[config.mk]
export PLATFORM = sky130hd
export DESIGN_NAME = isqr_squarer
export DESIGN_NICKNAME = d
export VERILOG_FILES = /design/src/rtl/isqr_pkg.sv /design/src/rtl/isqr_sqr_datapath.sv /design/src/rtl/isqr_squarer.sv
export SDC_FILE = /design/constraint.sdc
export NUM_CORES = 1
export LEC_CHECK = 0
export CAP_MARGIN = 20
export CORE_UTILIZATION = 50
export CTS_CLUSTER_DIAMETER = 60
export DETAILED_ROUTE_END_ITERATION = 8
export HOLD_SLACK_MARGIN = 0.15
export PLACE_DENSITY = 0.77
export SYNTH_ARGS = -nofsm -noshare
export SYNTH_HDL_FRONTEND = slang
export SYNTH_SLANG_ARGS = --single-unit
[constraint.sdc]
create_clock -name clk -period 2.35 [get_ports clk]
set_input_delay 0.5875 -clock clk [delete_from_list [all_inputs] [get_ports clk]]
set_output_delay 0.5875 -clock clk [all_outputs]
set_load 0.05 [all_outputs]
[src/rtl/isqr_pkg.sv]
// Shared types, defaults and helpers for the shift-add squarer.
package isqr_pkg;

  typedef enum logic [1:0] {IDLE, CALC, DONE} sqr_state_t;

  localparam int unsigned DEF_WIDTH = 8;

  // Counter width able to index WIDTH add/shift steps (0..WIDTH-1).
  function automatic int unsigned cnt_width(input int unsigned w);
    if (w <= 1) return 1;
    return $clog2(w);
  endfunction

endpackage

[src/rtl/isqr_sqr_datapath.sv]
// Shift-add datapath: multiplicand/multiplier shift registers, accumulator and
// step counter. The controlling FSM drives load_i and step_i.
module isqr_sqr_datapath #(
  parameter int unsigned WIDTH = 8,
  parameter int unsigned CntW  = 3
) (
  input  logic                 clk,
  input  logic                 rst_n,
  input  logic                 load_i,
  input  logic                 step_i,
  input  logic [WIDTH-1:0]     root_i,
  output logic [2*WIDTH-1:0]   acc_next_o,
  output logic [CntW-1:0]      cnt_o
);

  logic [2*WIDTH-1:0] mcand_q;
  logic [WIDTH-1:0]   mplier_q;
  logic [2*WIDTH-1:0] acc_q;
  logic [CntW-1:0]    cnt_q;
  logic [2*WIDTH-1:0] acc_add;

  // Conditional add of the current partial product.
  always_comb begin
    acc_add = acc_q;
    if (mplier_q[0]) acc_add = acc_q + mcand_q;
  end

  // Operand capture on load, one shift/add step per cycle on step.
  always_ff @(posedge clk) begin
    if (!rst_n) begin
      mcand_q  <= '0;
      mplier_q <= '0;
      acc_q    <= '0;
      cnt_q    <= '0;
    end else if (load_i) begin
      mcand_q  <= {{WIDTH{1'b0}}, root_i};
      mplier_q <= root_i;
      acc_q    <= '0;
      cnt_q    <= '0;
    end else if (step_i) begin
      mcand_q  <= mcand_q << 1;
      mplier_q <= mplier_q >> 1;
      acc_q    <= acc_add;
      cnt_q    <= cnt_q + CntW'(1);
    end
  end

  // Exposes the post-add value so the final step can be captured directly.
  assign acc_next_o = acc_add;
  assign cnt_o      = cnt_q;

endmodule

[src/rtl/isqr_squarer.sv]
// Sequential shift-add squarer: square_out = root_in^2 after WIDTH+1 cycles.
// Optional root consistency check enabled by defining SQR_CHECK_EN.
module isqr_squarer
  import isqr_pkg::*;
#(
  parameter int unsigned WIDTH = DEF_WIDTH
) (
  input  logic                 clk,
  input  logic                 rst_n,
  input  logic                 start,
  input  logic [WIDTH-1:0]     root_in,
`ifdef SQR_CHECK_EN
  input  logic [2*WIDTH-1:0]   radicand_in,
  output logic                 root_ok,
`endif
  output logic                 busy,
  output logic                 done,
  output logic [2*WIDTH-1:0]   square_out
);

  localparam int unsigned CntW = cnt_width(WIDTH);

  sqr_state_t         state_q, state_d;
  logic               load, step, last_step;
  logic [CntW-1:0]    cnt;
  logic [2*WIDTH-1:0] acc_next;
  logic [2*WIDTH-1:0] square_q;

  isqr_sqr_datapath #(
    .WIDTH (WIDTH),
    .CntW  (CntW)
  ) u_datapath (
    .clk        (clk),
    .rst_n      (rst_n),
    .load_i     (load),
    .step_i     (step),
    .root_i     (root_in),
    .acc_next_o (acc_next),
    .cnt_o      (cnt)
  );

  // State register.
  always_ff @(posedge clk) begin
    if (!rst_n) state_q <= IDLE;
    else        state_q <= state_d;
  end

  // Next-state and datapath control.
  always_comb begin
    state_d = state_q;
    load    = 1'b0;
    step    = 1'b0;
    unique case (state_q)
      IDLE: begin
        if (start) begin
          load    = 1'b1;
          state_d = CALC;
        end
      end
      CALC: begin
        step = 1'b1;
        if (cnt == CntW'(WIDTH - 1)) state_d = DONE;
      end
      DONE:    state_d = IDLE;
      default: state_d = IDLE;
    endcase
  end

  assign last_step = step && (cnt == CntW'(WIDTH - 1));

  // Result register; loads only on the edge entering DONE.
  always_ff @(posedge clk) begin
    if (!rst_n)         square_q <= '0;
    else if (last_step) square_q <= acc_next;
  end

  assign busy       = (state_q == CALC);
  assign done       = (state_q == DONE);
  assign square_out = square_q;

`ifdef SQR_CHECK_EN
  logic [WIDTH-1:0]   root_q;
  logic [2*WIDTH-1:0] radicand_q;
  logic               root_ok_q;
  logic [2*WIDTH:0]   diff;
  logic [2*WIDTH-1:0] two_root;
  logic               check_pass;

  // Operands for the check, captured alongside the datapath load.
  always_ff @(posedge clk) begin
    if (!rst_n) begin
      root_q     <= '0;
      radicand_q <= '0;
    end else if (load) begin
      root_q     <= root_in;
      radicand_q <= radicand_in;
    end
  end

  // Extra MSB of diff flags square > radicand.
  always_comb begin
    diff       = {1'b0, radicand_q} - {1'b0, acc_next};
    two_root   = {{(WIDTH - 1){1'b0}}, root_q, 1'b0};
    check_pass = !diff[2*WIDTH] && (diff[2*WIDTH-1:0] <= two_root);
  end

  // Flag is registered with the result, so it is high only in the done cycle.
  always_ff @(posedge clk) begin
    if (!rst_n) root_ok_q <= 1'b0;
    else        root_ok_q <= last_step && check_pass;
  end

  assign root_ok = root_ok_q;
`endif

endmodule

* Word level (Yosys, flattened, before mapping)
Index checks and enable logic that the tools add are counted.
Widths: inputs -> output; s select.
** Storage, ports and cells
- Input port bits :: 11
- Output and inout port bits :: 18
- Word-level logic and storage cells :: 31
- Register bits :: 61
** Cells by class
- $add $sub $neg :: 2
- Muxes and demuxes :: 11
- Reduce and logical (&&, ||, !) cells :: 5
- Eq/ne operators :: 5
- Bitwise gates (word level) :: 1
** Operators by type and width (count)
- $mux 8 :: 4
- $add 16x16->16 :: 1
- $mux 16 :: 1
- $mux 2 :: 2
- $pmux 2 s2 :: 1
- $add 3x1->3 const B :: 1
- $eq 3x3->1 const B :: 1
- $mux 1 :: 3
- $eq 2x1->1 const B :: 1
- $eq 2x2->1 const B :: 1
- $logic_not 2->1 :: 1
- $ne 2x1->1 const B :: 1
- $ne 2x2->1 const B :: 1
- $reduce_and 2->1 :: 1
- $reduce_bool 2->1 :: 1
- $reduce_or 2->1 :: 1
- $logic_and 1x1->1 :: 1
- $not 1->1 :: 1

* Logic depth before layout (Yosys ltp)
- Word-level depth :: 4
- Depth in mapped cells :: 9
- Gate-level depth less buffers :: 8

* Modules after synthesis
From an unflattened synthesis, not the netlist that was laid out.
** Unflattened totals
- Cells, all modules :: 356
- Area, all modules :: 3245.6 µm²
** Modules (own cells, without submodules)
- isqr_sqr_datapath :: area an instance 2494.9 µm², cells each 276, times used 1, sequential area each 860.8 µm²
- isqr_squarer :: area an instance 750.7 µm², cells each 80, times used 1, sequential area each 360.3 µm²

* Worst setup path before layout
OpenSTA, ideal clock, no wires.
- Kind :: register to register
- Start point :: register u_datapath.acc_q[0]
- End point :: register square_q[12], in the netlist square_out[12]
- Setup slack :: 0.224 ns
- Path buffers :: 0
- Library setup time :: 0.091 ns
- Arrival :: 2.035 ns
- Stages on the path, launching flop included :: 9
- Clock period less this slack :: 2.126 ns
- Required time :: 2.259 ns
- Path through :: dfxtp_1 > ha_1 > fa_1 > a21oi_1 > o21bai_1 > a21o_1 > a211oi_1 > xor2_1 > a311oi_1
** Between the ends
- Longest elaborated chain between the ends :: 2
** Ends and longest elaborated chain
- from (decl) :: line isqr_sqr_datapath.sv:18 : logic [2*WIDTH-1:0] acc_q;
- from (signal assigned) :: line isqr_sqr_datapath.sv:33 : acc_q <= '0;
- from (signal assigned) :: line isqr_sqr_datapath.sv:38 : acc_q <= '0;
- from (signal assigned) :: line isqr_sqr_datapath.sv:43 : acc_q <= acc_add;
- $add 16x16->16 :: line isqr_sqr_datapath.sv:25 : if (mplier_q[0]) acc_add = acc_q + mcand_q;
- $mux 16 :: line isqr_sqr_datapath.sv:25
- to (signal assigned) :: line isqr_squarer.sv:74 : else if (last_step) square_q <= acc_next;
- to (decl) :: line isqr_squarer.sv:27 : logic [2*WIDTH-1:0] square_q;
Every way passes these cells.
A chain may end at the register's enable or synchronous reset.

* Worst setup path in the final report
- Start point :: register u_datapath.acc_q[4]
- End point :: register square_q[9], in the netlist square_out[9]
The elaborated chain is that of the path after synthesis.

==> impl_metrics.csv <==
group,metric,value,unit
cts,insertion_delay,340,ps
cts,clockBufferDepth,2,
routing,via_per_inst,5.835,
yosys,synth_top_family_by_area,"compound AO/OA/AOI/OAI gates",
finish,antennaDiodeCount,0,
place,hpwl,5566,um
cts,cts_max_level,3,
pwr,clkPwrFrac,0.387,
worst_setup_path,path_max_fanout,5,
sta,hold_viol,0,
sta,fmax,444.0,MHz
finish,utilization,0.6275,
yosys,synth_top_area_cell,"dfxtp_1",
yosys,synth_edf_count,0,
floorplanning,core.rowCount,28,
yosys,avgSynthCellArea,8.199,sq um
yosys,synthXorXnorAreaFrac,0.03373,
pwr,switching_share,0.2617,
yosys,synthMuxAreaShare,0.02892,
min_path,hold_path_class,"flop to flop",
sta,fin_ws,97.66,ps
global_route,grt_max_degree,29,
sta,slew_headroom,0.4246,
routing,ant_nets,0,
finish,fillers,542,
place,pre_cts_slack,-117.6,ps
pwr,switching_power,0.5639,mW
cts,cts-root-buf,"clkbuf_8",
sta,rsz0062_at_grt,"false",
sta,drv_slew,0,
place,gp_congestion,0.9379,
global_route,grt_overflow_total,0,
finish,layout.nets,441,
cts,cts_num_sinks,61,
floorplanning,die_w,80.94,um
worst_setup_path,arrival,2470,ps
floorplanning,die_y,80.94,um
routing,wl_per_cell,15.83,um
pwr,combPwrFrac,0.111,
floorplanning,io_pins,29,
floorplanning,start_util,0.5231,
global_route,grt_use_total,0.2625,
global_route,grt_pass1_wl,12810,um
yosys,synth_cells,380,
cts,clk_pin_slew,70,ps
finish,regArea,0.001221,sq mm
cts,cts_buffers,9,
pwr,power.leakage,1.448,nW
yosys,synth.ff_latch_count,61,
worst_setup_path,worstPathRequired,2570,ps
yosys,async_reset_ff_frac,0,
sta,clock-skew-final,8.706,ps
global_route,grt_pass1_vias,2576,
pwr,p_int,1.590,mW
floorplanning,core-area,0.005956,sq mm
yosys,synth.top_cell.area_share,0.3920,
yosys,synth_area_leaders,"dfxtp_1 39%, a21oi_1 8.2%, nand2_1 7.2%, ha_1 6.8%, o21ai_0 3.5%",
pwr,pwr-share-seq,0.502,
pwr,power_density,576.4,mW/mm^2
yosys,synth_compound_area_frac,0.2490,
floorplanning,die_area,0.006550,sq mm
sta,setup_viol,0,
yosys,syn_area,0.003115,sq mm
yosys,yosysUniqueCellTypes,45,
yosys,synth-simple-area-share,0.1815,
finish,layout-drive-gt1-share,0.1079,
yosys,ys_warn_count,0,
outcome,status,"completed",
sta,worst_slew_pin_slew,859.9,ps
yosys,synthAdderAreaFrac,0.07470,
global_route,antenna_found_initial,0,
sta,period_share,0.9584,
routing,drc,0,
sta,post-route-min-period,2252,ps
worst_setup_path,critPathLaunchType,"flop",
yosys,ys.flop_type,"dfxtp_1",
routing,wl,7789,um
yosys,ys_seq_area_frac,0.3920,
worst_setup_path,timing_worst_setup_path_type,"flop to flop",
place,io_buffers,28,
run,drv_cap,0,
cts,cts_tree,"done",
pwr,ir_worst_vdd,387.6,uV
routing,drt_first_iter_violations,177,
yosys,syn-num-nets,409,
worst_setup_path,critPathCaptureType,"flop",
finish,multi_input_area,0.001795,sq mm
finish,syn_to_final_growth,19.96,%
routing,drtPass1Iterations,5,
routing,via_count,2871,
## cells by family (layout without fill, tap and decap cells)
kind of cell / after synthesis / count (layout)
flops: 61 / 61
simple gates: 126 / 126
mux: 9 / 9
xor+xnor: 12 / 12
buf+inv: 29 / 66
fa+ha+maj: 18 / 18
compound gates: 125 / 125
## cell type report
cell class,count,share of cell area
clock buffers,12,0.04151
inverters,5,0.005022
flip-flops and latches,61,0.3267
clock inverters,4,0.006026
multi-input cells,290,0.4804
repair buffers,45,0.1152
well taps,75,0.02511
## worst max-delay path: stages (launching register included)
cell	delay (ps)
dfxtp_1	330
ha_1	360
a21o_1	240
a31oi_2	270
a21oi_1	180
or3_1	380
a31oi_2	280
a21oi_1	100
## Yosys cell counts (all sizes together) (6+ instances only)
master	number
nor2	26
or3	6
clkbuf	12
nand4	6
o21ai	23
a21o	9
ha	17
a211oi	10
nand2	60
xnor2	9
dfxtp	61
a22oi	14
mux2i	9
buf	12
nand3	11
a21oi	52
## power groups by stage
stage | clock [mW] | sequential [mW] | combinational, mW
global placement | 0 | 1.10 | 0.230
finish | 0.834 | 1.08 | 0.239
global route | 0.907 | 1.08 | 0.262
detailed placement | 0 | 1.10 | 0.234
CTS | 0.852 | 1.08 | 0.235
floorplan | 0 | 1.10 | 0.154
## registers in the layout, summed over array words and instances (netlist names)
| register | count |
|---|---|
| u_datapath.cnt_o | 3 |
| square_out | 16 |
| state_q | 2 |
| u_datapath.mplier_q | 8 |
| u_datapath.acc_q | 16 |
| u_datapath.mcand_q | 16 |
## cells in the final DEF (no fill, tap or decap), types with 6 or more instances in the layout
master	netlist	routed
a211oi_1	10	9
a21o_1	8	8
a21oi_1	51	49
a22oi_1	14	14
buf_4	0	16
clkbuf_8	0	11
clkdlybuf4s50_1	0	27
dfxtp_1	61	61
ha_1	17	17
mux2i_1	9	9
nand2_1	60	60
nand3_1	11	11
nand4_1	6	6
nor2_1	26	26
o21ai_0	22	22
xnor2_1	9	9
## layer usage
metal,vias up,wire length [um],GRT usage
li1,1431,-,-
met2,77,3460,0.3782
met1,1352,3812,0.3709
met5,-,0,0
met3,11,377,0.06292
met4,0,139,0.1107
## final timing paths
kind / start / endpoint / slack (ps) / cells after the start
worst min-delay path: u_datapath.mplier_q[4] / u_datapath.mplier_q[4] / 450 / 2
worst max-delay path: u_datapath.acc_q[4] / square_out[9] / 100 / 7
worst min register to register: u_datapath.mplier_q[4] / u_datapath.mplier_q[4] / 450 / 2
worst max register to register: u_datapath.acc_q[4] / square_out[9] / 100 / 7
## what timing repair did
item	CTS	global route
resized for setup	0	5
buffers inserted	0	1
setup endpoints to repair	0	6
hold buffers	0	0
hold endpoints to repair	0	0
## per-stage QoR
step | hold WS, ps | total power [mW] | setup TNS [ps] | cell area [sq um] | std cells
floorplan | 432.4 | 1.253 | 0 | 3115 | 380
global placement | 440.9 | 1.333 | -47.65 | 3531 | 475
detailed placement | 448.4 | 1.339 | -160.4 | 3531 | 475
CTS | 458.5 | 2.169 | 0 | 3709 | 491
global route | 469.5 | 2.253 | 0 | 3737 | 492
finish | 454.2 | 2.154 | 0 | 3737 | 492
No activity file was read; power rests on OpenSTA's default activity.
